==> src/rtl/mycpu_pkg.sv <==
// mycpu_pkg: shared fetch constants and the fetch-queue entry type.
package mycpu_pkg;
  localparam logic [31:0] RESET_PC = 32'h1c00_0000;
  localparam int FS_TO_DS_BUS_WD = 65;
  typedef struct packed {
    logic [31:0] pc;
    logic [31:0] inst;
    logic        adef;
  } fs_entry_t;
endpackage

==> src/rtl/if_stage_if.sv <==
// if_stage_if: instruction SRAM port, redirect input and fetch-to-decode handshake.
interface if_stage_if;
  logic        inst_sram_en;
  logic        inst_sram_we;
  logic [31:0] inst_sram_addr;
  logic [31:0] inst_sram_wdata;
  logic [31:0] inst_sram_rdata;
  logic        br_taken;
  logic [31:0] br_target;
  logic        ds_allowin;
  logic        fs_to_ds_valid;
  logic [31:0] fs_pc;
  logic [31:0] fs_inst;
  logic        fs_adef;
  modport master (
    output inst_sram_en, inst_sram_we, inst_sram_addr, inst_sram_wdata,
    output fs_to_ds_valid, fs_pc, fs_inst, fs_adef,
    input  inst_sram_rdata, br_taken, br_target, ds_allowin
  );
  modport slave (
    input  inst_sram_en, inst_sram_we, inst_sram_addr, inst_sram_wdata,
    input  fs_to_ds_valid, fs_pc, fs_inst, fs_adef,
    output inst_sram_rdata, br_taken, br_target, ds_allowin
  );
endinterface

==> src/rtl/if_fifo.sv <==
// if_fifo: in-order fetch queue with flush; push and pop may share a cycle.
module if_fifo import mycpu_pkg::*; #(
  parameter int FQ_DEPTH = 2,
  parameter type T = fs_entry_t
) (
  input  logic                      clk,
  input  logic                      reset,
  input  logic                      flush,
  input  logic                      push,
  input  logic                      pop,
  input  T                          din,
  output T                          dout,
  output logic [$clog2(FQ_DEPTH):0] count
);
  localparam int AW = $clog2(FQ_DEPTH);
  T mem [FQ_DEPTH];
  logic [AW-1:0] rptr, wptr;
  always_comb dout = mem[rptr];
  always_ff @(posedge clk)
    if (push) mem[wptr] <= din;
  always_ff @(posedge clk)
    if (reset || flush) begin
      rptr  <= '0;
      wptr  <= '0;
      count <= '0;
    end else begin
      rptr  <= rptr + AW'(pop);
      wptr  <= wptr + AW'(push);
      count <= count + (AW+1)'(push) - (AW+1)'(pop);
    end
endmodule

==> src/rtl/if_stage.sv <==
// if_stage: PC, 1-cycle instruction SRAM requests and fetch queue toward decode.
// Define IF_ADEF_EN to turn misaligned redirect targets into ADEF entries that halt fetch.
module if_stage #(
  parameter int          FQ_DEPTH = 2,
  parameter logic [31:0] RESET_PC = mycpu_pkg::RESET_PC
) (
  input logic       clk,
  input logic       reset,
  if_stage_if.master bus
);
  import mycpu_pkg::*;
  localparam int CW = $clog2(FQ_DEPTH) + 1;
  localparam logic [CW:0]   DEPTH_O = (CW+1)'(FQ_DEPTH);
  localparam logic [CW-1:0] DEPTH_C = CW'(FQ_DEPTH);
  logic [31:0] pc, req_pc, tgt;
  logic        pending, cancel, halted, adef_req, tgt_bad;
  logic        en, push, pop, valid;
  logic [CW-1:0] count;
  logic [CW:0]   occ;
  fs_entry_t din, head;
`ifdef IF_ADEF_EN
  always_comb begin
    tgt     = bus.br_target;
    tgt_bad = |bus.br_target[1:0];
  end
`else
  always_comb begin
    tgt     = {bus.br_target[31:2], 2'b00};
    tgt_bad = 1'b0;
  end
`endif
  always_comb begin
    valid = count != '0;
    pop   = valid && bus.ds_allowin;
    occ   = {1'b0, count} + (CW+1)'(pending) - (CW+1)'(pop);
    en    = !reset && !bus.br_taken && !halted && !adef_req && occ < DEPTH_O;
    push  = !bus.br_taken && (adef_req ? count < DEPTH_C : pending && !cancel);
    din   = adef_req ? fs_entry_t'{pc: pc, inst: 32'h0, adef: 1'b1}
                     : fs_entry_t'{pc: req_pc, inst: bus.inst_sram_rdata, adef: 1'b0};
  end
  // A redirect flushes the queue; its pop and any stale return are dropped.
  always_ff @(posedge clk)
    if (reset) begin
      pc       <= RESET_PC;
      req_pc   <= '0;
      pending  <= 1'b0;
      cancel   <= 1'b0;
      halted   <= 1'b0;
      adef_req <= 1'b0;
    end else if (bus.br_taken) begin
      pc       <= tgt;
      pending  <= 1'b0;
      cancel   <= pending;
      halted   <= 1'b0;
      adef_req <= tgt_bad;
    end else begin
      if (en) begin
        pc     <= pc + 32'd4;
        req_pc <= pc;
      end
      pending  <= en;
      cancel   <= 1'b0;
      halted   <= halted || (push && adef_req);
      adef_req <= adef_req && !push;
    end
  if_fifo #(.FQ_DEPTH(FQ_DEPTH), .T(fs_entry_t)) u_fifo (
    .clk(clk), .reset(reset), .flush(bus.br_taken), .push(push), .pop(pop),
    .din(din), .dout(head), .count(count)
  );
  always_comb begin
    bus.inst_sram_en    = en;
    bus.inst_sram_we    = 1'b0;
    bus.inst_sram_addr  = {pc[31:2], 2'b00};
    bus.inst_sram_wdata = '0;
    bus.fs_to_ds_valid  = valid;
    bus.fs_pc           = valid ? head.pc : '0;
    bus.fs_inst         = valid ? head.inst : '0;
    bus.fs_adef         = valid && head.adef;
  end
endmodule

==> src/flat_wrapper.sv <==
// flat-port wrapper written by rule: the top's interface ports become plain ports
module if_stage_flat import mycpu_pkg::*;
#(
  parameter int          FQ_DEPTH = 2,
  parameter logic [31:0] RESET_PC = mycpu_pkg::RESET_PC
)
  (clk, reset, bus_inst_sram_en, bus_inst_sram_we, bus_inst_sram_addr, bus_inst_sram_wdata, bus_fs_to_ds_valid, bus_fs_pc, bus_fs_inst, bus_fs_adef, bus_inst_sram_rdata, bus_br_taken, bus_br_target, bus_ds_allowin);
  if_stage_if bus_i ();
  input logic clk;
  input logic reset;
  output wire logic [$bits(bus_i.inst_sram_en)-1:0] bus_inst_sram_en;
  output wire logic [$bits(bus_i.inst_sram_we)-1:0] bus_inst_sram_we;
  output wire logic [$bits(bus_i.inst_sram_addr)-1:0] bus_inst_sram_addr;
  output wire logic [$bits(bus_i.inst_sram_wdata)-1:0] bus_inst_sram_wdata;
  output wire logic [$bits(bus_i.fs_to_ds_valid)-1:0] bus_fs_to_ds_valid;
  output wire logic [$bits(bus_i.fs_pc)-1:0] bus_fs_pc;
  output wire logic [$bits(bus_i.fs_inst)-1:0] bus_fs_inst;
  output wire logic [$bits(bus_i.fs_adef)-1:0] bus_fs_adef;
  input wire logic [$bits(bus_i.inst_sram_rdata)-1:0] bus_inst_sram_rdata;
  input wire logic [$bits(bus_i.br_taken)-1:0] bus_br_taken;
  input wire logic [$bits(bus_i.br_target)-1:0] bus_br_target;
  input wire logic [$bits(bus_i.ds_allowin)-1:0] bus_ds_allowin;
  assign bus_inst_sram_en = bus_i.inst_sram_en;
  assign bus_inst_sram_we = bus_i.inst_sram_we;
  assign bus_inst_sram_addr = bus_i.inst_sram_addr;
  assign bus_inst_sram_wdata = bus_i.inst_sram_wdata;
  assign bus_fs_to_ds_valid = bus_i.fs_to_ds_valid;
  assign bus_fs_pc = bus_i.fs_pc;
  assign bus_fs_inst = bus_i.fs_inst;
  assign bus_fs_adef = bus_i.fs_adef;
  assign bus_i.inst_sram_rdata = bus_inst_sram_rdata;
  assign bus_i.br_taken = bus_br_taken;
  assign bus_i.br_target = bus_br_target;
  assign bus_i.ds_allowin = bus_ds_allowin;
  if_stage #(.FQ_DEPTH(FQ_DEPTH), .RESET_PC(RESET_PC)) u_core (.clk(clk), .reset(reset), .bus(bus_i));
endmodule
==> config.mk <==
export PLATFORM = sky130hd
export DESIGN_NAME = if_stage_flat
export DESIGN_NICKNAME = d
export VERILOG_FILES = /design/src/rtl/mycpu_pkg.sv /design/src/rtl/if_stage_if.sv /design/src/rtl/if_fifo.sv /design/src/rtl/if_stage.sv /design/src/flat_wrapper.sv
export SDC_FILE = /design/constraint.sdc
export NUM_CORES = 1
export LEC_CHECK = 0
export BUFFER_PORTS_ARGS = -buffer_cell sky130_fd_sc_hd__buf_2
export CORE_MARGIN = 4
export CORE_UTILIZATION = 54
export DETAILED_ROUTE_END_ITERATION = 8
export HOLD_SLACK_MARGIN = 0.03
export PLACE_DENSITY = 0.87
export SYNTH_ARGS = -nofsm -noshare
export SYNTH_HDL_FRONTEND = slang
export SYNTH_SLANG_ARGS = --single-unit
==> constraint.sdc <==
create_clock -name clk -period 4.4 [get_ports clk]
set_clock_uncertainty 0.05 [all_clocks]
set_input_delay 0.66 -clock clk [delete_from_list [all_inputs] [get_ports clk]]
set_output_delay 0.66 -clock clk [all_outputs]
set_load 0.01 [all_outputs]
==> summary.txt <==
Hold path
  – Hold depth: 2
  – Hold path endpoint: u_core.req_pc[2]
  – Min-delay src: u_core.req_pc[2]
  – Hold Crit Class: reg2reg

Place
  – IO buf count: 160
  – RD Place Congestion: 0.819
  – DPL Wire Length: 12.7 mm
  – DP Worst Slack: 1.08 ns

Pwr
  – Peak VDD IR: 0.243 mV
  – LEAKAGE: 0.00387 uW
  – Overall power: 3760 uW
  – PwrDens: 369 nW/um2

Synth
  – Yosys top cell area share: 42.9%
  – Largest cells by area after synthesis: edfxtp_1, dfxtp_1, mux2i_1, nor2_1, mux2_2
  – Largest family of logic cells by synthesized area: simple AND/OR/NAND/NOR gates
  – Sequential area share after synthesis: 58.3%
  – Post-Synth Simple-Gate Area: 15.6%
  – Leading area contributor after synthesis: edfxtp_1
  – Post-Syn Area per Cell: 11.4 um2
  – Post-synthesis mux area share: 11.1%
  – Seq cells post-synth: 194
  – Ys Warns: 0
  – Synth Flop Type: edfxtp_1
  – Async SR Flop Fraction: 0%
  – Synthesized area: 8820 um2
  – Post-Synth XOR/XNOR Area: 1.28%
  – Adder-cell share of the synthesized area: 0.794%
  – Post-Synthesis Cells: 776
  – Compound-Gate Fraction of Synth Area: 6.91%
  – Synth cell types: 57
  – Number of synthesized flops with an enable pin: 126

Floorplanning
  – # rows: 46
  – Die Y: 136 um
  – Ports: 200
  – Die ar.: 18,400 um2
  – Initial core utilization: 55.3%
  – Die X: 136 um
  – Core ar.: 15,900 um2

Clock tree
  – CTS resizes: 0
  – Reg clk slew, reported paths: 0.06 ns
  – Clk Latency, worst-skew pair: 0.43 ns
  – Total CTS buffers: 17
  – Clock root buffer: clkbuf_16
  – CTS tree: done
  – Hold buffers post-CTS: 0
  – Clock Tree Buf Depth: 2
  – H-tree levels: 4
  – Clk sinks: 194
  – Post-CTS Setup Repair Bufs: 0

Route
  – Routed vias: 6,338
  – Routed len/inst: 17.3 um
  – Via density: 5.55
  – Iter 0 DRT Violations: 465
  – WL final: 19.7 mm
  – DRT antenna net count: 0
  – DRC: 0
  – DRT Pass-1 Iters: 5

Timing
  – Final setup violation count: 0
  – Fmax: 0.301 GHz
  – Worst hold slack: 0.400 ns
  – Final-report max-slew violation count: 0
  – Setup TNS: 0 ns
  – Final Cycle Share: 75.6%
  – Worst rel slew slack: 20.9%
  – Tmin final: 3.33 ns
  – Final hold vios: 0
  – Worst Tran Pin Value: 1.19 ns
  – Unrepaired setup endpoints after global routing: no
  – Final worst slack: 1.07 ns

Global route
  – Initial antenna violation count: 0
  – Total grt overflow: 0
  – First-pass GRT wire length: 30.5 mm
  – Pin count of the biggest net entering global routing: 65
  – GRT Total Usage: 21.2%
  – Number of global-route vias before repair: 6,056

Setup path
  – Critical R2R Capture: u_core.pc[20]
  – CP max FO: 9
  – Crit Path Category: reg2out
  – Worst r2r src: u_core.u_fifo.count[1]
  – Reg2reg path depth: 9
  – Crit end category: primary output
  – CP Data Required Time: 3.69 ns
  – Reg2reg setup slack: 1.11 ns
  – Worst path arrival time: 2.62 ns
  – Setup crit start kind: register

Cells and area
  – Most frequent cells in the layout: buf_2, edfxtp_1, nor2_1, nand2_1, dfxtp_1
  – Antenna diodes: 0
  – Layout area overhead: 15.8%
  – Share of cells above drive strength 1: 26.6%
  – Nets@finish: 986
  – Commonest non-fill, non-tap cell in the layout: buf_2

Run status
  – Status: complete, no violations

Job
  – MaxCap Viol Count: 0
==> cell families (layout without fill, tap and decap cells) <==
logic type	count (synthesis)	after routing
simple gates	282	282
flops	194	194
buf+inv	101	215
mux	94	94
compound gates	87	87
xor+xnor	12	12
fa+ha+maj	5	5
other cells	1	37
==> critical path, cell delays in order (launching register included) <==
cell,delay [ns]
dfxtp_1,0.44
nor2_4,0.16
inv_1,0.06
nand2_1,0.16
nor2_1,0.09
fa_1,0.46
xnor2_2,0.39
nand3_1,0.17
inv_1,0.13
buf_2,0.14
==> synth_stat cells (2+ instances only) <==
cell / count
buf_2: 4
a31oi_1: 7
clkbuf_1: 44
o21ai_0: 23
nor2b_1: 35
buf_1: 4
a311oi_1: 8
nand2_1: 72
o311a_1: 2
mux2i_1: 64
nand3_1: 14
nor3_1: 9
and2_1: 4
and4_1: 5
or3_1: 6
o31ai_1: 7
o311ai_0: 2
xor2_1: 8
nor2_1: 92
o2111a_1: 2
edfxtp_1: 126
buf_4: 37
xnor2_1: 3
inv_1: 12
ha_1: 4
nand4_1: 11
o31a_1: 2
mux2_2: 30
or4_1: 8
a21oi_1: 13
o41a_1: 4
nor4_1: 6
nor4b_1: 2
a211oi_1: 10
and3_1: 7
dfxtp_1: 68
==> worst max-delay path by stage <==
stage | startpoint | to | slack (ns) | depth (start not counted)
after floorplan | u_core.u_fifo.count[1] | bus_inst_sram_en | 0.90 | 10
after global placement | bus_ds_allowin | u_core.pc[22] | 1.12 | 8
after detailed placement | bus_ds_allowin | u_core.pc[20] | 1.08 | 8
after CTS | u_core.u_fifo.count[1] | bus_inst_sram_en | 1.09 | 10
after global routing | u_core.u_fifo.count[1] | u_core.pc[22] | 0.82 | 9
final | u_core.u_fifo.count[1] | bus_inst_sram_en | 1.07 | 9
==> area by class of cell <==
cell class	count	area [um2]
Clock buffer	21	472
Fill cell	1245	5730
Sequential cell	194	5150
Timing Repair Buffer	171	896
Tap cell	216	270
Multi-Input combinational cell	517	3300
Clock inverter	11	77.6
Inverter	12	45.0
==> flip-flops by register name, summed over array words and instances, names as in the netlist <==
signal / count
u_core.adef_req: 1
u_core.cancel: 1
u_core.halted: 1
u_core.pc: 30
u_core.pending: 1
u_core.req_pc: 30
u_core.u_fifo.count: 2
u_core.u_fifo.mem: 126
u_core.u_fifo.rptr: 1
u_core.u_fifo.wptr: 1
==> layer usage <==
metal  part of all wire [%]  vias to the layer above  GRT usage [%]
met4                    1.6                        0           6.61
met2                     49                      272           36.0
met3                    8.1                       28           4.66
met1                     41                     3036           27.2
met5                      0                        -              0
li1                       -                     3002              -
==> report_power, final <==
part / internal (uW) / switching (uW) / total, uW
registers: 2000 / 55.4 / 2050
clock network: 774 / 642 / 1420
logic: 120 / 176 / 296
total: 2890 / 873 / 3760
==> stage by stage <==
step	area [um2]	cells	utilization (%)
5_1_grt	10200	1142	64.1
6_report	10200	1142	64.1
3_5_place_dp	9660	1110	60.6
3_3_place_gp	9660	1110	60.6
2_1_floorplan	8960	812	-
4_1_cts	10200	1142	64.1
No activity file was read; power rests on OpenSTA's default activity.
